<file path="src/rtl/task_launch_ctrl_pkg.sv">
// -----------------------------------------------------------------------------
// task_launch_ctrl_pkg
// Shared definitions for the task launch controller: core-count and R0-width
// constants, fence encodings, FSM state encodings and fence decode helpers.
// -----------------------------------------------------------------------------
package task_launch_ctrl_pkg;

    // Range definitions shared by the scheduler and the launch controller
    localparam int TLC_CORES = 16;
    localparam int TLC_R0_W  = 16;
    localparam int TLC_CNT_W = 16;

    // Fence encodings: bit0 = acquire, bit1 = release
    typedef enum logic [1:0] {
        TLC_FENCE_NONE   = 2'b00,
        TLC_FENCE_ACQ    = 2'b01,
        TLC_FENCE_REL    = 2'b10,
        TLC_FENCE_ACQREL = 2'b11
    } tlc_fence_e;

    typedef enum logic [1:0] {
        ST_IDLE = 2'b00,
        ST_WAIT = 2'b01,
        ST_FIRE = 2'b10,
        ST_HOLD = 2'b11
    } tlc_state_e;

    // Acquire: launch only once every core in the system is idle
    function automatic logic fence_is_acq(input logic [1:0] fence);
        return fence[0];
    endfunction

    // Release: block later descriptors until this launch's cores return
    function automatic logic fence_is_rel(input logic [1:0] fence);
        return fence[1];
    endfunction

endpackage

</file>
<file path="src/rtl/task_launch_ctrl_if.sv">
// -----------------------------------------------------------------------------
// task_launch_ctrl_if
// Descriptor handshake between the scheduler's decode stage (master) and the
// launch controller (slave).
//   desc_valid      master->slave  descriptor offered
//   desc_ready      slave->master  accepted when valid && ready at a rising edge
//   desc_core_mask  master->slave  target cores
//   desc_init_r0    master->slave  R0 init value for the targeted cores
//   desc_fence      master->slave  fence mode (NONE/ACQ/REL/ACQREL)
// -----------------------------------------------------------------------------
interface task_launch_ctrl_if
    import task_launch_ctrl_pkg::*;
#(
    parameter int CORES = TLC_CORES,
    parameter int R0_W  = TLC_R0_W
);
    logic             desc_valid;
    logic             desc_ready;
    logic [CORES-1:0] desc_core_mask;
    logic [R0_W-1:0]  desc_init_r0;
    logic [1:0]       desc_fence;

    modport master (
        output desc_valid, desc_core_mask, desc_init_r0, desc_fence,
        input  desc_ready
    );

    modport slave (
        input  desc_valid, desc_core_mask, desc_init_r0, desc_fence,
        output desc_ready
    );
endinterface

</file>
<file path="src/rtl/task_launch_ctrl_core_busy_tracker.sv">
// -----------------------------------------------------------------------------
// task_launch_ctrl_core_busy_tracker
// Per-core busy tracking. A launched core is busy until it has been seen to
// drop Ready at least once and then raise it again.
//   clk          system clock
//   reset        synchronous active-low reset
//   i_set_mask   cores being launched this edge (busy set, seen_low cleared)
//   i_core_ready per-core idle flag
//   o_busy_mask  cores launched and not yet returned
// -----------------------------------------------------------------------------
module task_launch_ctrl_core_busy_tracker
    import task_launch_ctrl_pkg::*;
#(
    parameter int CORES = TLC_CORES
) (
    input  logic             clk,
    input  logic             reset,
    input  logic [CORES-1:0] i_set_mask,
    input  logic [CORES-1:0] i_core_ready,
    output logic [CORES-1:0] o_busy_mask
);

    genvar gi;
    generate
        for (gi = 0; gi < CORES; gi++) begin : g_core
            logic r_busy;
            logic r_seen_low;

            // Ready is still high right after launch, so it only counts as a
            // return once a low phase has been observed in between.
            always_ff @(posedge clk) begin
                if (!reset) begin
                    r_busy     <= 1'b0;
                    r_seen_low <= 1'b0;
                end else if (i_set_mask[gi]) begin
                    r_busy     <= 1'b1;
                    r_seen_low <= 1'b0;
                end else if (r_busy) begin
                    if (!i_core_ready[gi]) begin
                        r_seen_low <= 1'b1;
                    end else if (r_seen_low) begin
                        r_busy     <= 1'b0;
                        r_seen_low <= 1'b0;
                    end
                end
            end

            assign o_busy_mask[gi] = r_busy;
        end
    endgenerate

endmodule

</file>
<file path="src/rtl/task_launch_ctrl.sv">
// -----------------------------------------------------------------------------
// task_launch_ctrl
// Accepts one decoded task descriptor at a time, waits until the targeted
// cores are free and the fence rule is met, issues a one-cycle start pulse
// with the R0 init value, and tracks busy cores until they return to Ready.
//   clk           system clock
//   reset         synchronous active-low reset
//   desc          descriptor handshake (slave side)
//   core_ready    per-core idle flag
//   start         one-cycle launch pulse per core
//   init_r0_vect  cores whose R0 is written this cycle (same as start)
//   init_r0       R0 value, qualified by init_r0_vect; holds after launch
//   busy_mask     cores launched and not yet returned
//   launch_count  completed launches, wrapping
//   err_empty     one-cycle pulse when a zero-mask descriptor is consumed
// -----------------------------------------------------------------------------
module task_launch_ctrl
    import task_launch_ctrl_pkg::*;
#(
    parameter int CORES = TLC_CORES,
    parameter int R0_W  = TLC_R0_W,
    parameter int CNT_W = TLC_CNT_W
) (
    input  logic               clk,
    input  logic               reset,
    task_launch_ctrl_if.slave  desc,
    input  logic [CORES-1:0]   core_ready,
    output logic [CORES-1:0]   start,
    output logic [CORES-1:0]   init_r0_vect,
    output logic [R0_W-1:0]    init_r0,
    output logic [CORES-1:0]   busy_mask,
    output logic [CNT_W-1:0]   launch_count,
    output logic               err_empty
);

    tlc_state_e       r_state;
    tlc_state_e       w_state_next;
    logic             r_run;
    logic [CORES-1:0] r_mask;
    logic [R0_W-1:0]  r_r0;
    logic [1:0]       r_fence;
    logic [CORES-1:0] r_start;
    logic [R0_W-1:0]  r_init_r0;
    logic [CNT_W-1:0] r_count;
    logic             r_err;

    logic             w_desc_ready;
    logic             w_accept;
    logic             w_go_cond;
    logic             w_go;
    logic             w_err_next;
    logic             w_count_inc;
    logic [CORES-1:0] w_set_mask;
    logic [CORES-1:0] w_busy;

    // r_run holds off acceptance until the first edge after reset release,
    // so a descriptor held valid across reset is never taken during reset.
    assign w_desc_ready    = (r_state == ST_IDLE) && r_run;
    assign desc.desc_ready = w_desc_ready;
    assign w_accept        = desc.desc_valid && w_desc_ready;

    // Uses the pre-edge busy mask: a core returning this cycle launches next.
    assign w_go_cond = ((core_ready & r_mask) == r_mask) &&
                       ((w_busy & r_mask) == '0) &&
                       (!fence_is_acq(r_fence) || (w_busy == '0));

    always_comb begin
        w_state_next = r_state;
        w_go         = 1'b0;
        w_err_next   = 1'b0;
        w_count_inc  = 1'b0;
        w_set_mask   = '0;
        case (r_state)
            ST_IDLE: begin
                if (w_accept) begin
                    if (desc.desc_core_mask == '0) w_err_next   = 1'b1;
                    else                           w_state_next = ST_WAIT;
                end
            end
            ST_WAIT: begin
                if (w_go_cond) begin
                    w_go         = 1'b1;
                    w_state_next = ST_FIRE;
                end
            end
            ST_FIRE: begin
                w_set_mask   = r_mask;
                w_count_inc  = 1'b1;
                w_state_next = fence_is_rel(r_fence) ? ST_HOLD : ST_IDLE;
            end
            ST_HOLD: begin
                if ((w_busy & r_mask) == '0) w_state_next = ST_IDLE;
            end
            default: w_state_next = ST_IDLE;
        endcase
    end

    always_ff @(posedge clk) begin
        if (!reset) begin
            r_state <= ST_IDLE;
        end else begin
            r_state <= w_state_next;
        end
    end

    always_ff @(posedge clk) begin
        if (!reset) begin
            r_run     <= 1'b0;
            r_mask    <= '0;
            r_r0      <= '0;
            r_fence   <= TLC_FENCE_NONE;
            r_start   <= '0;
            r_init_r0 <= '0;
            r_count   <= '0;
            r_err     <= 1'b0;
        end else begin
            r_run <= 1'b1;
            r_err <= w_err_next;
            if (w_accept) begin
                r_mask  <= desc.desc_core_mask;
                r_r0    <= desc.desc_init_r0;
                r_fence <= desc.desc_fence;
            end
            // Start lasts exactly the FIRE cycle
            r_start <= w_go ? r_mask : '0;
            if (w_go) r_init_r0 <= r_r0;
            if (w_count_inc) r_count <= r_count + 1'b1;
        end
    end

    task_launch_ctrl_core_busy_tracker #(
        .CORES (CORES)
    ) u_busy (
        .clk          (clk),
        .reset        (reset),
        .i_set_mask   (w_set_mask),
        .i_core_ready (core_ready),
        .o_busy_mask  (w_busy)
    );

    assign start        = r_start;
    assign init_r0_vect = r_start;
    assign init_r0      = r_init_r0;
    assign busy_mask    = w_busy;
    assign launch_count = r_count;
    assign err_empty    = r_err;

endmodule

</file>
<file path="src/flat_wrapper.sv">
// flat-port wrapper written by rule: the top's interface ports become plain ports
module task_launch_ctrl_flat import task_launch_ctrl_pkg::*;
#(
    parameter int CORES = TLC_CORES,
    parameter int R0_W  = TLC_R0_W,
    parameter int CNT_W = TLC_CNT_W
)
  (clk, reset, core_ready, start, init_r0_vect, init_r0, busy_mask, launch_count, err_empty, desc_desc_valid, desc_desc_core_mask, desc_desc_init_r0, desc_desc_fence, desc_desc_ready);
  task_launch_ctrl_if #(.CORES(CORES), .R0_W(R0_W)) desc_i ();
  input  logic clk;
  input  logic reset;
  input  logic [CORES-1:0] core_ready;
  output logic [CORES-1:0] start;
  output logic [CORES-1:0] init_r0_vect;
  output logic [R0_W-1:0] init_r0;
  output logic [CORES-1:0] busy_mask;
  output logic [CNT_W-1:0] launch_count;
  output logic err_empty;
  input wire logic [$bits(desc_i.desc_valid)-1:0] desc_desc_valid;
  input wire logic [$bits(desc_i.desc_core_mask)-1:0] desc_desc_core_mask;
  input wire logic [$bits(desc_i.desc_init_r0)-1:0] desc_desc_init_r0;
  input wire logic [$bits(desc_i.desc_fence)-1:0] desc_desc_fence;
  output wire logic [$bits(desc_i.desc_ready)-1:0] desc_desc_ready;
  assign desc_i.desc_valid = desc_desc_valid;
  assign desc_i.desc_core_mask = desc_desc_core_mask;
  assign desc_i.desc_init_r0 = desc_desc_init_r0;
  assign desc_i.desc_fence = desc_desc_fence;
  assign desc_desc_ready = desc_i.desc_ready;
  task_launch_ctrl #(.CORES(CORES), .R0_W(R0_W), .CNT_W(CNT_W)) u_core (.clk(clk), .reset(reset), .desc(desc_i), .core_ready(core_ready), .start(start), .init_r0_vect(init_r0_vect), .init_r0(init_r0), .busy_mask(busy_mask), .launch_count(launch_count), .err_empty(err_empty));
endmodule
</file>
<file path="config.mk">
export PLATFORM = sky130hd
export DESIGN_NAME = task_launch_ctrl_flat
export DESIGN_NICKNAME = d
export VERILOG_FILES = /design/src/rtl/task_launch_ctrl_pkg.sv /design/src/rtl/task_launch_ctrl_if.sv /design/src/rtl/task_launch_ctrl_core_busy_tracker.sv /design/src/rtl/task_launch_ctrl.sv /design/src/flat_wrapper.sv
export SDC_FILE = /design/constraint.sdc
export NUM_CORES = 1
export LEC_CHECK = 0
export BUFFER_PORTS_ARGS = -buffer_cell sky130_fd_sc_hd__buf_4
export CAP_MARGIN = 15
export CORE_MARGIN = 3
export CORE_UTILIZATION = 48
export DETAILED_ROUTE_END_ITERATION = 6
export PLACE_DENSITY = 0.86
export SLEW_MARGIN = 20
export SYNTH_ARGS = -nofsm -noshare
export SYNTH_HDL_FRONTEND = slang
export SYNTH_HIERARCHICAL = 1
export SYNTH_SLANG_ARGS = --single-unit
</file>
<file path="constraint.sdc">
create_clock -name clk -period 2.1 [get_ports clk]
set_input_delay 0.21 -clock clk [delete_from_list [all_inputs] [get_ports clk]]
set_output_delay 0.21 -clock clk [all_outputs]
set_load 0.02 [all_outputs]
</file>
==> impl_results.html, run 1 <==
<table>
<tr><th>Metric</th><th>Value</th></tr>
<tr><th colspan="2">Timing</th></tr>
<tr><td>Setup_tns</td><td>-377 ps</td></tr>
<tr><td>Max Slew Vio Count</td><td>0</td></tr>
<tr><td>Maximum frequency from static timing analysis</td><td>450 MHz</td></tr>
<tr><td>Shortest period the worst path allows</td><td>2220 ps</td></tr>
<tr><td>Worst Max-Slew Pin Slew</td><td>around 720 ps</td></tr>
<tr><td>Fin. Hold Viols</td><td>0</td></tr>
<tr><td>Final clock skew</td><td>11.8 ps</td></tr>
<tr><td>Final worst-path cycle share</td><td>106%</td></tr>
<tr><td>Unrepaired setup endpoints after global routing</td><td>true</td></tr>
<tr><td>Setup slack of the critical path after layout</td><td>-122 ps</td></tr>
<tr><td>Relative slew margins</td><td>52.0%</td></tr>
<tr><td>Final setup violation count</td><td>7</td></tr>
<tr><th colspan="2">Drt</th></tr>
<tr><td>Via count of the routed design</td><td>between 5000 and 6000</td></tr>
<tr><td>Antenna-violating nets left</td><td>0</td></tr>
<tr><td>Vias per cell</td><td>between 5 and 6</td></tr>
<tr><td>Starting DRC count in detailed routing</td><td>508</td></tr>
<tr><td>Final routed wire length divided by cell count</td><td>around 19 um</td></tr>
<tr><td>1st-pass router iterations</td><td>7</td></tr>
<tr><td>Total Wirelength</td><td>roughly 17 mm</td></tr>
<tr><td>Post-route DRC</td><td>2</td></tr>
<tr><th colspan="2">Die</th></tr>
<tr><td>Starting density of the core</td><td>49.9%</td></tr>
<tr><td>Number of placement rows</td><td>37</td></tr>
<tr><td>Core Region</td><td>~0.010 sq mm</td></tr>
<tr><td>Height of the chip</td><td>around 110 um</td></tr>
<tr><td>Number of top-level design ports</td><td>~140</td></tr>
<tr><td>Die footprint</td><td>~0.012 sq mm</td></tr>
<tr><td>Chip width</td><td>around 110 um</td></tr>
<tr><th colspan="2">Run</th></tr>
<tr><td>Count of maximum capacitance violations</td><td>0</td></tr>
<tr><th colspan="2">Synth</th></tr>
<tr><td>Flip-flop and latch count after synthesis</td><td>118</td></tr>
<tr><td>Number of distinct library cells after synthesis</td><td>45</td></tr>
<tr><td>Number of enable flip-flop cells after synthesis</td><td>0</td></tr>
<tr><td>Sequential share of the synthesized area</td><td>approximately 45%</td></tr>
<tr><td>Cell count after synthesis</td><td>580</td></tr>
<tr><td>Synth async-reset ratio</td><td>0%</td></tr>
<tr><td>Post-Syn Nets</td><td>634</td></tr>
<tr><td>Post-synthesis instance area</td><td>0.00520 sq mm</td></tr>
<tr><td>Post-synthesis average cell area</td><td>around 9.0 sq um</td></tr>
<tr><td>Top flip-flop cell by instance count after synthesis</td><td>sky130_fd_sc_hd__dfxtp_1</td></tr>
<tr><td>Warnings from Yosys</td><td>6</td></tr>
<tr><th colspan="2">Power and ir drop</th></tr>
<tr><td>Peak VDD IR</td><td>slightly above 0.5 mV</td></tr>
<tr><td>Pwr dens</td><td>about 760 mW/mm^2</td></tr>
<tr><td>Reported leakage power</td><td>between 2 and 3 nW</td></tr>
<tr><th colspan="2">Setup path</th></tr>
<tr><td>Max FO, Critical Path</td><td>7</td></tr>
<tr><td>Highest cell delay on the worst timing path</td><td>400 ps</td></tr>
<tr><td>Worst R2R Path Depth</td><td>8</td></tr>
<tr><td>Critical path required time</td><td>2540 ps</td></tr>
<tr><td>Buffers and inverters on the worst path</td><td>3</td></tr>
<tr><td>Cell type group with the largest total delay on the critical path</td><td>buffers and inverters</td></tr>
<tr><td>Critical Path Start Type</td><td>flop</td></tr>
<tr><td>CP Capture Type</td><td>flop</td></tr>
<tr><td>Category of the critical setup timing path</td><td>flop to flop</td></tr>
<tr><td>Critical path, cell by cell</td><td>a22o_1, a221oi_2, nand4_2, buf_6, nor4_4, buf_12, buf_12, mux2i_2</td></tr>
<tr><td>Arrival time worst endpoint</td><td>about 2700 ps</td></tr>
<tr><td>Cell occurring most often along the worst timing path</td><td>sky130_fd_sc_hd__buf_12</td></tr>
<tr><td>Slowest cell on the critical path</td><td>sky130_fd_sc_hd__dfxtp_1</td></tr>
<tr><td>Critical path depth in cells</td><td>8</td></tr>
<tr><th colspan="2">Clock network</th></tr>
<tr><td>CTS max path bufs</td><td>2</td></tr>
<tr><td>Number of buffers created by CTS</td><td>17</td></tr>
<tr><td>Clock input transition at the sequential cells of the worst setup and hold paths</td><td>approximately 60 ps</td></tr>
<tr><td>Depth of the CTS H-tree</td><td>4</td></tr>
<tr><td>Number of clock sinks seen by CTS</td><td>roughly 120</td></tr>
<tr><td>Clock tree from TritonCTS</td><td>done</td></tr>
<tr><td>CTS Root Cell</td><td>sky130_fd_sc_hd__clkbuf_8</td></tr>
<tr><td>Skew-Pair Late Insertion Delay</td><td>about 540 ps</td></tr>
<tr><th colspan="2">Global route</th></tr>
<tr><td>Wire length of the first global-routing pass</td><td>between 20 and 30 mm</td></tr>
<tr><td>Vias in the first global route</td><td>between 5000 and 6000</td></tr>
<tr><td>Pin count of the biggest net entering global routing</td><td>38</td></tr>
<tr><td>Overflow left after global routing</td><td>0</td></tr>
<tr><td>Antenna violations before repair</td><td>0</td></tr>
<tr><td>Global routing usage on met3</td><td>around 7.7%</td></tr>
<tr><td>Met1 routing resource usage after global routing</td><td>approximately a third</td></tr>
<tr><td>GRT met2 Usage</td><td>a little under half</td></tr>
<tr><td>GR peak layer</td><td>met2</td></tr>
<tr><td>Tot GR Track Use</td><td>roughly 28%</td></tr>
<tr><th colspan="2">Final layout</th></tr>
<tr><td>Layout overhead on the synthesized area</td><td>42.5%</td></tr>
<tr><td>Final Net Count</td><td>about 800</td></tr>
<tr><td>Leading cell type in the layout, fill and taps excluded</td><td>sky130_fd_sc_hd__buf_4</td></tr>
<tr><td>Area occupied by multi-input gates</td><td>between 0.002 and 0.0025 sq mm</td></tr>
<tr><td>FF+latch area</td><td>about 0.0024 sq mm</td></tr>
<tr><td>Fraction of final layout cells sized beyond drive strength 1</td><td>about a third</td></tr>
<tr><td>Ant. Diodes</td><td>0</td></tr>
<tr><td>Final standard cell area without fillers</td><td>roughly 0.0074 sq mm</td></tr>
<tr><td>Layout fillers</td><td>688</td></tr>
<tr><td>Commonest cells after routing, fill and taps aside</td><td>sky130_fd_sc_hd__buf_4 (163), sky130_fd_sc_hd__dfxtp_1 (112), sky130_fd_sc_hd__nand2_1 (105)</td></tr>
<tr><th colspan="2">Placed design</th></tr>
<tr><td>HPWL after detailed placement</td><td>around 11 mm</td></tr>
<tr><td>Routability congestion estimate from global placement</td><td>between 0.9 and 1</td></tr>
<tr><td>Standard cell area after detailed placement</td><td>~0.0062 sq mm</td></tr>
<tr><td>Port Buf Inserts</td><td>approximately 130</td></tr>
<tr><th colspan="2">Worst hold path</th></tr>
<tr><td>Cell depth of the worst min-delay path</td><td>3</td></tr>
<tr><td>Worst hold path type</td><td>input pin to flop</td></tr>
<tr><th colspan="2">Status</th></tr>
<tr><td>Violated checks</td><td>design-rule violations, negative setup slack</td></tr>
<tr><td>Outcome</td><td>finished, violations left</td></tr>
</table>
synthesized netlist by cell type, types with 8 or more instances:
master                      number  area (sq um)
sky130_fd_sc_hd__nand2_1       105           394
sky130_fd_sc_hd__a21oi_1        35           175
sky130_fd_sc_hd__nor3_2          8          80.1
sky130_fd_sc_hd__clkbuf_1       21          78.8
sky130_fd_sc_hd__xnor2_1         8          70.1
sky130_fd_sc_hd__mux2i_1        17           170
sky130_fd_sc_hd__a31oi_1        17           106
sky130_fd_sc_hd__dfxtp_1       118          2360
sky130_fd_sc_hd__nor2b_1        14          87.6
sky130_fd_sc_hd__buf_4          32           240
sky130_fd_sc_hd__o21ai_0        18          90.1
sky130_fd_sc_hd__and2_1         16           100
sky130_fd_sc_hd__nor3_1          8          40.0
sky130_fd_sc_hd__nor2_1         38           143
sky130_fd_sc_hd__nor4_1         17           106
sky130_fd_sc_hd__a2111oi_4      10           275
sky130_fd_sc_hd__inv_1          38           143
sky130_fd_sc_hd__nand4_1         9          56.3
cell families after synthesis:
kind of cell,Yosys count,synth area share (%)
compound gates,100,16.4
xor+xnor,15,2.53
fa+ha+maj,1,0.240
buf+inv,97,10.1
flops,118,45.4
mux,17,3.27
simple gates,232,22.2
worst reg2reg max path, stage by stage (launching register included):
cell and delay, ps:
sky130_fd_sc_hd__dfxtp_1 400, sky130_fd_sc_hd__a22o_1 270, sky130_fd_sc_hd__a221oi_2 210, sky130_fd_sc_hd__nand4_2 190, sky130_fd_sc_hd__buf_6 180, sky130_fd_sc_hd__nor4_4 300, sky130_fd_sc_hd__buf_12 180, sky130_fd_sc_hd__buf_12 140
sky130_fd_sc_hd__mux2i_2 270
sequential cells by signal (all words and copies together) (netlist names):
name,flops
u_core/r_state,2
u_core/u_busy/g_core.r_busy,16
u_core/launch_count,16
u_core/u_busy/g_core.r_seen_low,16
u_core/r_fence,2
u_core/r_mask,16
u_core/r_r0,16
u_core/init_r0,16
u_core/r_run,1
u_core/err_empty,1
u_core/init_r0_vect,16
area by class of cell:
type | count | area share (%)
multi-input cells | 365 | 32.2
inverters | 40 | 2.03
flip-flops and latches | 118 | 32.0
repair buffers | 218 | 24.4
well taps | 136 | 2.30
clock buffers | 18 | 5.77
clock inverters | 14 | 1.40
power breakdown:
part | switching (W) | internal (W) | leakage, nW
Clock | 0.00109 | 0.00148 | 0.246
Sequential | 0.0000667 | 0.00230 | 0.957
Combinational | 0.000384 | 0.000326 | 1.67
timing repair:
item / CTS / global route
hold buffers: 50 / 0
setup endpoints to repair: 0 / 25
setup buffers: 0 / 6
gates resized for setup: 0 / 23
endpoints found under the hold margin: 66 / 0
layer usage:
layer,part of all wire [%],wire length (um)
met4,6.7,1150
met2,48,8250
met5,0,0
met1,36,6290
met3,9.4,1620
metrics by stage:
step                      power [W]  hold slack, ps  setup WS [ps]  instances  util [%]
after floorplan             0.00272             238          0.811        580         -
after global placement      0.00293             418            139        821      59.8
after detailed placement    0.00294             432           82.7        821      59.8
after CTS                   0.00556            8.21           47.4        903      69.7
after global routing        0.00581            41.3           -141        909      71.2
final                       0.00565            25.6           -122        909      71.2
path summary, 6_finish.rpt:
kind	start	to	slack (ps)
worst max-delay path	u_core/r_mask[10]$_SDFFE_PN0P_	u_core/init_r0[10]$_SDFFE_PN0P_	-120
worst min-delay path	reset	u_core/u_busy/g_core[0].r_busy$_SDFF_PN0_	30
worst max register to register	u_core/r_mask[10]$_SDFFE_PN0P_	u_core/init_r0[10]$_SDFFE_PN0P_	-120
worst min register to register	u_core/u_busy/g_core[8].r_seen_low$_SDFFE_PP0P_	u_core/u_busy/g_core[8].r_busy$_SDFF_PN0_	440
Power figures use the tool's default switching activity.
==> inputs of run 2 (changes only) <==
CELL_PAD_IN_SITES_DETAIL_PLACEMENT = 1   (was not set)
CELL_PAD_IN_SITES_GLOBAL_PLACEMENT = 1   (was not set)
CORE_UTILIZATION = 35   (was 48)
PLACE_DENSITY = 0.85   (was 0.86)
SETUP_SLACK_MARGIN = 0.02   (was not set)
==> run 2 against run 1 <==
- the flow now finishes without violations
- design area down 6.6%
- total power down 2.1%
- sequential cell count unchanged
- die area up 35%
- utilization down 22 points
- non-clock buffer count down 52
- largest cell class unchanged
- global-route usage down 7.6 points
- maximum frequency up 10%
- largest power group unchanged
- sequential power about the same
==> impl_results.html, run 2 (synthesis results as in run 1) <==
<table>
<tr><th>Metric</th><th>Value</th></tr>
<tr><th colspan="2">Timing</th></tr>
<tr><td>Final clock skew</td><td>7.71 ps (-4.06 ps)</td></tr>
<tr><td>Maximum frequency from static timing analysis</td><td>495 MHz (+10%)</td></tr>
<tr><td>Final setup violation count</td><td>0 (-7)</td></tr>
<tr><td>Max Slew Vio Count</td><td>0 (unchanged)</td></tr>
<tr><td>Final worst-path cycle share</td><td>96.1% (-9.7 points)</td></tr>
<tr><td>Worst hold slack after final layout</td><td>22.1 ps (-3.54 ps)</td></tr>
<tr><td>Worst Max-Slew Pin Slew</td><td>607 ps (-112 ps)</td></tr>
<tr><td>Unrepaired setup endpoints after global routing</td><td>false</td></tr>
<tr><td>Fin. Hold Viols</td><td>0 (unchanged)</td></tr>
<tr><td>Setup_tns</td><td>0 ps (+377 ps)</td></tr>
<tr><td>Relative slew margins</td><td>59.2% (+7.1 points)</td></tr>
<tr><td>Shortest period the worst path allows</td><td>2020 ps (-203 ps)</td></tr>
<tr><td>Setup slack of the critical path after layout</td><td>80.9 ps (+203 ps)</td></tr>
<tr><th colspan="2">Drt</th></tr>
<tr><td>Final routed wire length divided by cell count</td><td>18.6 um (-2.2%)</td></tr>
<tr><td>Vias per cell</td><td>5.15 (-9.7%)</td></tr>
<tr><td>Total Wirelength</td><td>16.7 mm (-3.3%)</td></tr>
<tr><td>Post-route DRC</td><td>0 (-2)</td></tr>
<tr><td>Starting DRC count in detailed routing</td><td>209 (-59%)</td></tr>
<tr><td>Via count of the routed design</td><td>4634 (-11%)</td></tr>
<tr><td>1st-pass router iterations</td><td>4 (-3)</td></tr>
<tr><td>Antenna-violating nets left</td><td>0 (unchanged)</td></tr>
<tr><th colspan="2">Setup path</th></tr>
<tr><td>Category of the critical setup timing path</td><td>flop to flop</td></tr>
<tr><td>CP Capture Type</td><td>flop</td></tr>
<tr><td>Worst R2R Path Depth</td><td>6 (-2)</td></tr>
<tr><td>Last element of the critical path</td><td>u_core/init_r0_vect[13]$_SDFF_PN0_</td></tr>
<tr><td>Critical path required time</td><td>2430 ps (-110 ps)</td></tr>
<tr><td>Max FO, Critical Path</td><td>17 (+10)</td></tr>
<tr><td>Register-to-Register Setup Slack</td><td>80 ps (+200 ps)</td></tr>
<tr><td>Arrival time worst endpoint</td><td>2350 ps (-320 ps)</td></tr>
<tr><td>Critical Path Start Type</td><td>flop</td></tr>
<tr><td>Reg-to-Reg Start</td><td>u_core/r_mask[8]$_SDFFE_PN0P_</td></tr>
<tr><td>Startpoint of the worst setup timing path</td><td>u_core/r_mask[8]$_SDFFE_PN0P_</td></tr>
<tr><td>Critical R2R Capture</td><td>u_core/init_r0_vect[13]$_SDFF_PN0_</td></tr>
<tr><th colspan="2">Clock network</th></tr>
<tr><td>Hold-fix buffers, CTS</td><td>0 (-100%)</td></tr>
<tr><td>Clock input transition at the sequential cells of the worst setup and hold paths</td><td>50 ps (about the same)</td></tr>
<tr><td>Skew-Pair Late Insertion Delay</td><td>420 ps (-120 ps)</td></tr>
<tr><td>Depth of the CTS H-tree</td><td>4 (unchanged)</td></tr>
<tr><td>Clock tree from TritonCTS</td><td>done</td></tr>
<tr><td>Post-CTS setup buffer count</td><td>0 (unchanged)</td></tr>
<tr><td>CTS max path bufs</td><td>2 (unchanged)</td></tr>
<tr><td>Number of buffers created by CTS</td><td>17 (unchanged)</td></tr>
<tr><td>Number of clock sinks seen by CTS</td><td>118 (unchanged)</td></tr>
<tr><td>CTS Root Cell</td><td>sky130_fd_sc_hd__clkbuf_16</td></tr>
<tr><th colspan="2">Die</th></tr>
<tr><td>Height of the chip</td><td>128 um (+16%)</td></tr>
<tr><td>Number of top-level design ports</td><td>135 (unchanged)</td></tr>
<tr><td>Core Region</td><td>0.0142 sq mm (+36%)</td></tr>
<tr><td>Number of placement rows</td><td>43 (+16%)</td></tr>
<tr><td>Starting density of the core</td><td>36.6% (-13 points)</td></tr>
<tr><td>Chip width</td><td>128 um (+16%)</td></tr>
<tr><td>Die footprint</td><td>0.0164 sq mm (+35%)</td></tr>
<tr><th colspan="2">Run</th></tr>
<tr><td>Count of maximum capacitance violations</td><td>0 (unchanged)</td></tr>
<tr><th colspan="2">Worst hold path</th></tr>
<tr><td>Cell depth of the worst min-delay path</td><td>2 (-1)</td></tr>
<tr><td>Worst hold path type</td><td>input pin to flop</td></tr>
<tr><th colspan="2">Power and ir drop</th></tr>
<tr><td>Peak VDD IR</td><td>0.556 mV (+7.4%)</td></tr>
<tr><td>Reported leakage power</td><td>2.68 nW (-6.8%)</td></tr>
<tr><td>Pwr dens</td><td>799 mW/mm^2 (+4.8%)</td></tr>
<tr><td>Overall power after layout</td><td>0.00553 W (-2.1%)</td></tr>
<tr><th colspan="2">Final layout</th></tr>
<tr><td>Layout overhead on the synthesized area</td><td>33.1%</td></tr>
<tr><td>FF+latch area</td><td>0.00237 sq mm (-0.16%)</td></tr>
<tr><td>Ant. Diodes</td><td>0 (unchanged)</td></tr>
<tr><td>Final Net Count</td><td>762 (-6.4%)</td></tr>
<tr><td>Commonest cells after routing, fill and taps aside</td><td>sky130_fd_sc_hd__buf_4 (163), sky130_fd_sc_hd__dfxtp_1 (115), sky130_fd_sc_hd__nand2_1 (105)</td></tr>
<tr><td>Area occupied by multi-input gates</td><td>0.00237 sq mm (-0.42%)</td></tr>
<tr><td>Fraction of final layout cells sized beyond drive strength 1</td><td>32.4% (+0.45 points)</td></tr>
<tr><td>Post-layout utilization of the core</td><td>48.7% (-22 points)</td></tr>
<tr><td>Leading cell type in the layout, fill and taps excluded</td><td>sky130_fd_sc_hd__buf_4</td></tr>
<tr><td>Layout fillers</td><td>1635 (+140%)</td></tr>
<tr><th colspan="2">Status</th></tr>
<tr><td>Outcome</td><td>completed</td></tr>
<tr><th colspan="2">Placed design</th></tr>
<tr><td>HPWL after detailed placement</td><td>12.7 mm (+20%)</td></tr>
<tr><td>Port Buf Inserts</td><td>134 (unchanged)</td></tr>
<tr><td>Minimum setup slack after placement</td><td>36.8 ps (-45.9 ps)</td></tr>
<tr><td>Routability congestion estimate from global placement</td><td>0.885 (-11%)</td></tr>
<tr><th colspan="2">Global route</th></tr>
<tr><td>Vias in the first global route</td><td>4958 (-2.5%)</td></tr>
<tr><td>Overflow left after global routing</td><td>0 (unchanged)</td></tr>
<tr><td>Pin count of the biggest net entering global routing</td><td>50 (+32%)</td></tr>
<tr><td>Tot GR Track Use</td><td>20.6% (-7.6 points)</td></tr>
<tr><td>Antenna violations before repair</td><td>0 (unchanged)</td></tr>
<tr><td>Wire length of the first global-routing pass</td><td>26.2 mm (+1.3%)</td></tr>
</table>
run 2: critical path: stages (launching register included):
cell and delay (ps):
sky130_fd_sc_hd__dfxtp_2 350, sky130_fd_sc_hd__nor2b_1 150, sky130_fd_sc_hd__nor4_1 330, sky130_fd_sc_hd__nand4_1 190, sky130_fd_sc_hd__or4b_4 570, sky130_fd_sc_hd__buf_8 180
sky130_fd_sc_hd__nor3_1 160
run 2: per-layer routing:
metal	global-route usage [%]	up-vias	wire length, um
met5	0	-	0
li1	-	2197	-
met2	35.7	146	8480
met4	8.93	0	431
met3	5.08	34	965
met1	24.0	2257	6870
run 2: layout make-up:
type | count | area share, %
clock buffers | 26 | 7.36
clock inverters | 4 | 0.289
inverters | 40 | 2.17
multi-input cells | 365 | 34.3
flip-flops and latches | 118 | 34.2
well taps | 180 | 3.25
repair buffers | 166 | 18.5
run 2: worst min-delay path by stage:
stage | startpoint | slack [ps] | end
3_3_place_gp | u_core/u_busy/g_core[10].r_seen_low$_SDFFE_PP0P_ | 420 | u_core/u_busy/g_core[10].r_busy$_SDFF_PN0_
4_1_cts | core_ready[13] | 7 | u_core/u_busy/g_core[13].r_busy$_SDFF_PN0_
5_1_grt | core_ready[13] | 10 | u_core/u_busy/g_core[13].r_busy$_SDFF_PN0_
3_5_place_dp | u_core/u_busy/g_core[9].r_seen_low$_SDFFE_PP0P_ | 440 | u_core/u_busy/g_core[9].r_busy$_SDFF_PN0_
6_report | core_ready[13] | 20 | u_core/u_busy/g_core[13].r_busy$_SDFF_PN0_
2_1_floorplan | reset | 240 | u_core/r_run$_DFF_P_
run 2: stage by stage:
step,std cells,area [sq um]
final,899,6920
after global routing,899,6920
after CTS,899,6860
after detailed placement,869,6330
after global placement,869,6330
after floorplan,580,5200
run 2: timing repair:
action                     CTS  global route
gates cloned                 0             0
setup endpoints to repair    3            31
pin swaps                    1             3
resized for setup            1            13
run 2: power breakdown:
group	switching, W	internal (W)	leakage (nW)
registers	0.0000562	0.00231	0.956
logic	0.000344	0.000241	1.46
clock network	0.000946	0.00164	0.266
==> inputs of run 3 (changes only) <==
CORE_ASPECT_RATIO = 1.5   (was not set)
PLACE_DENSITY = not set   (was 0.85)
PLACE_DENSITY_LB_ADDON = 0.1   (was not set)
==> run 3 against run 2 <==
- total power grew 4.9%
- via count shrank 2.8%
- combinational power shrank 3%
- clock-buffer cell count shrank 4
- critical path depth shrank 1
- cell count grew 1.8%
- register-to-register slack gained 50 ps
- critical path type unchanged
- largest power group unchanged
- highest routed layer unchanged
==> impl_results.html, run 3 (synthesis results as in run 1) <==
<table>
<tr><th>Metric</th><th>Value</th></tr>
<tr><th colspan="2">Setup path</th></tr>
<tr><td>Critical Path Start Type</td><td>flop</td></tr>
<tr><td>Critical path, cell by cell</td><td>nor2b_1, or4_1, nor4_4, buf_12, mux2i_1</td></tr>
<tr><td>Highest cell delay on the worst timing path</td><td>570 ps (about the same)</td></tr>
<tr><td>Category of the critical setup timing path</td><td>flop to flop</td></tr>
<tr><td>Critical path required time</td><td>2440 ps (about the same)</td></tr>
<tr><td>Arrival time worst endpoint</td><td>2310 ps (-40 ps)</td></tr>
<tr><td>Register-to-Register Setup Slack</td><td>130 ps (+50 ps)</td></tr>
<tr><td>Slowest cell on the critical path</td><td>sky130_fd_sc_hd__or4_1</td></tr>
<tr><td>Reg-to-Reg Start</td><td>u_core/r_mask[8]$_SDFFE_PN0P_</td></tr>
<tr><td>Cell type group with the largest total delay on the critical path</td><td>simple AND/OR/NAND/NOR gates</td></tr>
<tr><td>CP Capture Type</td><td>flop</td></tr>
<tr><td>Critical R2R Capture</td><td>u_core/init_r0[3]$_SDFFE_PN0P_</td></tr>
<tr><td>Max FO, Critical Path</td><td>16 (-1)</td></tr>
<tr><td>Worst R2R Path Depth</td><td>5 (-1)</td></tr>
<tr><td>Buffers and inverters on the worst path</td><td>1 (unchanged)</td></tr>
<tr><th colspan="2">Final layout</th></tr>
<tr><td>Final Net Count</td><td>762 (unchanged)</td></tr>
<tr><td>Leading cell type in the layout, fill and taps excluded</td><td>sky130_fd_sc_hd__buf_4</td></tr>
<tr><td>Final standard cell area without fillers</td><td>0.00696 sq mm (+0.54%)</td></tr>
<tr><td>Ant. Diodes</td><td>0 (unchanged)</td></tr>
<tr><td>Commonest cells after routing, fill and taps aside</td><td>sky130_fd_sc_hd__buf_4 (163), sky130_fd_sc_hd__dfxtp_1 (114), sky130_fd_sc_hd__nand2_1 (105)</td></tr>
<tr><td>Fraction of final layout cells sized beyond drive strength 1</td><td>32.4% (unchanged)</td></tr>
<tr><td>Layout fillers</td><td>1715 (+4.9%)</td></tr>
<tr><td>Layout Cells excl Fill</td><td>915 (+1.8%)</td></tr>
<tr><td>Layout overhead on the synthesized area</td><td>33.8%</td></tr>
<tr><th colspan="2">Timing</th></tr>
<tr><td>Final worst-path cycle share</td><td>93.9% (-2.3 points)</td></tr>
<tr><td>Final setup violation count</td><td>0 (unchanged)</td></tr>
<tr><td>Setup_tns</td><td>0 ps (unchanged)</td></tr>
<tr><td>Worst Max-Slew Pin Slew</td><td>635 ps (+28.3 ps)</td></tr>
<tr><td>Setup slack of the critical path after layout</td><td>128 ps (+47.6 ps)</td></tr>
<tr><td>Unrepaired setup endpoints after global routing</td><td>false</td></tr>
<tr><td>Fin. Hold Viols</td><td>0 (unchanged)</td></tr>
<tr><td>Shortest period the worst path allows</td><td>1970 ps (-47.6 ps)</td></tr>
<tr><td>Max Slew Vio Count</td><td>0 (unchanged)</td></tr>
<tr><td>Final clock skew</td><td>10.6 ps (+2.86 ps)</td></tr>
<tr><td>Relative slew margins</td><td>57.6% (-1.6 points)</td></tr>
<tr><td>Maximum frequency from static timing analysis</td><td>507 MHz (+2.4%)</td></tr>
<tr><th colspan="2">Placed design</th></tr>
<tr><td>Routability congestion estimate from global placement</td><td>0.899 (+1.6%)</td></tr>
<tr><td>Minimum setup slack after placement</td><td>-25.5 ps (-62.3 ps)</td></tr>
<tr><td>Standard cell area after detailed placement</td><td>0.00634 sq mm (+0.20%)</td></tr>
<tr><td>HPWL after detailed placement</td><td>12.2 mm (-3.4%)</td></tr>
<tr><td>Port Buf Inserts</td><td>134 (unchanged)</td></tr>
<tr><td>Cell Count Post-Placement</td><td>884 (+1.7%)</td></tr>
<tr><th colspan="2">Power and ir drop</th></tr>
<tr><td>Overall power after layout</td><td>0.00580 W (+4.9%)</td></tr>
<tr><td>Peak VDD IR</td><td>0.449 mV (-19%)</td></tr>
<tr><td>Reported leakage power</td><td>2.68 nW (about the same)</td></tr>
<tr><td>Pwr dens</td><td>833 mW/mm^2 (+4.3%)</td></tr>
<tr><th colspan="2">Drt</th></tr>
<tr><td>Post-route DRC</td><td>0 (unchanged)</td></tr>
<tr><td>Starting DRC count in detailed routing</td><td>111 (-47%)</td></tr>
<tr><td>1st-pass router iterations</td><td>4 (unchanged)</td></tr>
<tr><td>Antenna-violating nets left</td><td>0 (unchanged)</td></tr>
<tr><td>Via count of the routed design</td><td>4504 (-2.8%)</td></tr>
<tr><td>Total Wirelength</td><td>16.2 mm (-3.3%)</td></tr>
<tr><td>Final routed wire length divided by cell count</td><td>17.7 um (-5.0%)</td></tr>
<tr><td>Vias per cell</td><td>4.92 (-4.5%)</td></tr>
<tr><th colspan="2">Clock network</th></tr>
<tr><td>Number of buffers created by CTS</td><td>17 (unchanged)</td></tr>
<tr><td>Clock input transition at the sequential cells of the worst setup and hold paths</td><td>50 ps (about the same)</td></tr>
<tr><td>Number of clock sinks seen by CTS</td><td>118 (unchanged)</td></tr>
<tr><td>CTS Root Cell</td><td>sky130_fd_sc_hd__clkbuf_16</td></tr>
<tr><td>Depth of the CTS H-tree</td><td>4 (unchanged)</td></tr>
<tr><td>Skew-Pair Late Insertion Delay</td><td>410 ps (about the same)</td></tr>
<tr><td>Hold-fix buffers, CTS</td><td>0 (unchanged)</td></tr>
<tr><td>CTS max path bufs</td><td>2 (unchanged)</td></tr>
<tr><td>Clock tree from TritonCTS</td><td>done</td></tr>
<tr><th colspan="2">Die</th></tr>
<tr><td>Number of placement rows</td><td>54 (+26%)</td></tr>
<tr><td>Number of top-level design ports</td><td>135 (unchanged)</td></tr>
<tr><td>Starting density of the core</td><td>35.8% (-0.81 points)</td></tr>
<tr><td>Chip width</td><td>106 um (-17%)</td></tr>
<tr><td>Height of the chip</td><td>155 um (+21%)</td></tr>
<tr><td>Core Region</td><td>0.0145 sq mm (+2.3%)</td></tr>
<tr><td>Die footprint</td><td>0.0164 sq mm (+0.18%)</td></tr>
<tr><th colspan="2">Global route</th></tr>
<tr><td>Wire length of the first global-routing pass</td><td>25.5 mm (-2.5%)</td></tr>
<tr><td>Met1 routing resource usage after global routing</td><td>20.7% (-3.3 points)</td></tr>
<tr><td>Antenna violations before repair</td><td>0 (unchanged)</td></tr>
<tr><td>Global routing usage on met3</td><td>4.98% (-0.10 points)</td></tr>
<tr><td>GRT met2 Usage</td><td>37.9% (+2.2 points)</td></tr>
<tr><td>Tot GR Track Use</td><td>20.0% (-0.60 points)</td></tr>
<tr><td>GR peak layer</td><td>met2</td></tr>
<tr><td>Vias in the first global route</td><td>4773 (-3.7%)</td></tr>
<tr><td>Pin count of the biggest net entering global routing</td><td>37 (-26%)</td></tr>
<tr><td>Overflow left after global routing</td><td>0 (unchanged)</td></tr>
<tr><th colspan="2">Worst hold path</th></tr>
<tr><td>Worst hold path type</td><td>input pin to flop</td></tr>
<tr><td>Critical hold path startpoint</td><td>core_ready[10]</td></tr>
<tr><td>Capture endpoint of the worst hold path</td><td>u_core/u_busy/g_core[10].r_busy$_SDFF_PN0_</td></tr>
<tr><td>Cell depth of the worst min-delay path</td><td>2 (unchanged)</td></tr>
<tr><th colspan="2">Status</th></tr>
<tr><td>Outcome</td><td>completed</td></tr>
<tr><th colspan="2">Run</th></tr>
<tr><td>Count of maximum capacitance violations</td><td>0 (unchanged)</td></tr>
</table>
[run 3: cell count changes in the layout (fill, tap and decap cells not counted), sizes merged]
cell,previous run,this run
clkinvlp,0,2
clkbuf,26,22
bufinv,0,2
[run 3: worst reg2reg max path, delay by kind of cell, from the launching register on]
family / cells / cell delay (ps)
simple gates: 3 / 1110
flops: 1 / 360
buf+inv: 1 / 220
mux: 1 / 210
[run 3: report_power, final]
group | switching [W] | internal [W] | total, W
sequential | 0.0000645 | 0.00231 | 0.00237
combinational | 0.000331 | 0.000237 | 0.000568
clock | 0.00101 | 0.00185 | 0.00286
total | 0.00141 | 0.00439 | 0.00580
[run 3: per-layer routing]
layer | up-vias | routed length [um]
met3 | 29 | 667
met2 | 116 | 9040
met5 | - | 0
li1 | 2199 | -
met4 | 0 | 424
met1 | 2160 | 6050
[run 3: metrics by stage]
stage | hold slack, ps | utilization, %
after floorplan | 238 | -
after global placement | 422 | 43.6
after detailed placement | 436 | 43.6
after CTS | 1.17 | 47.7
after global routing | 9.43 | 47.9
final | 15.0 | 47.9
[run 3: worst max-delay path by stage]
| stage | startpoint | end | cells after the start |
|---|---|---|---|
| 5_1_grt | u_core/r_mask[10]$_SDFFE_PN0P_ | u_core/init_r0_vect[3]$_SDFF_PN0_ | 6 |
| 4_1_cts | u_core/r_mask[10]$_SDFFE_PN0P_ | u_core/init_r0_vect[2]$_SDFF_PN0_ | 6 |
| 3_5_place_dp | u_core/r_mask[10]$_SDFFE_PN0P_ | u_core/init_r0_vect[2]$_SDFF_PN0_ | 6 |
| 6_report | u_core/r_mask[8]$_SDFFE_PN0P_ | u_core/init_r0[3]$_SDFFE_PN0P_ | 5 |
| 3_3_place_gp | u_core/r_mask[10]$_SDFFE_PN0P_ | u_core/init_r0_vect[14]$_SDFF_PN0_ | 6 |
| 2_1_floorplan | u_core/u_busy/g_core[6].r_busy$_SDFF_PN0_ | u_core/r_state[1]$_SDFFE_PN0P_ | 8 |
[run 3: what timing repair did]
item	CTS	global route
buffers inserted	0	1
pin swaps	1	1
gates resized for setup	2	7
setup endpoints to repair	3	33
[run 3: cell type report]
type | instances | area [sq um] | share of cell area, %
inverters | 40 | 150 | 2.16
flip-flops and latches | 118 | 2370 | 34.0
clock buffers | 22 | 484 | 6.96
repair buffers | 166 | 1270 | 18.3
multi-input cells | 365 | 2340 | 33.6
clock inverters | 8 | 98.8 | 1.42
well taps | 196 | 245 | 3.52
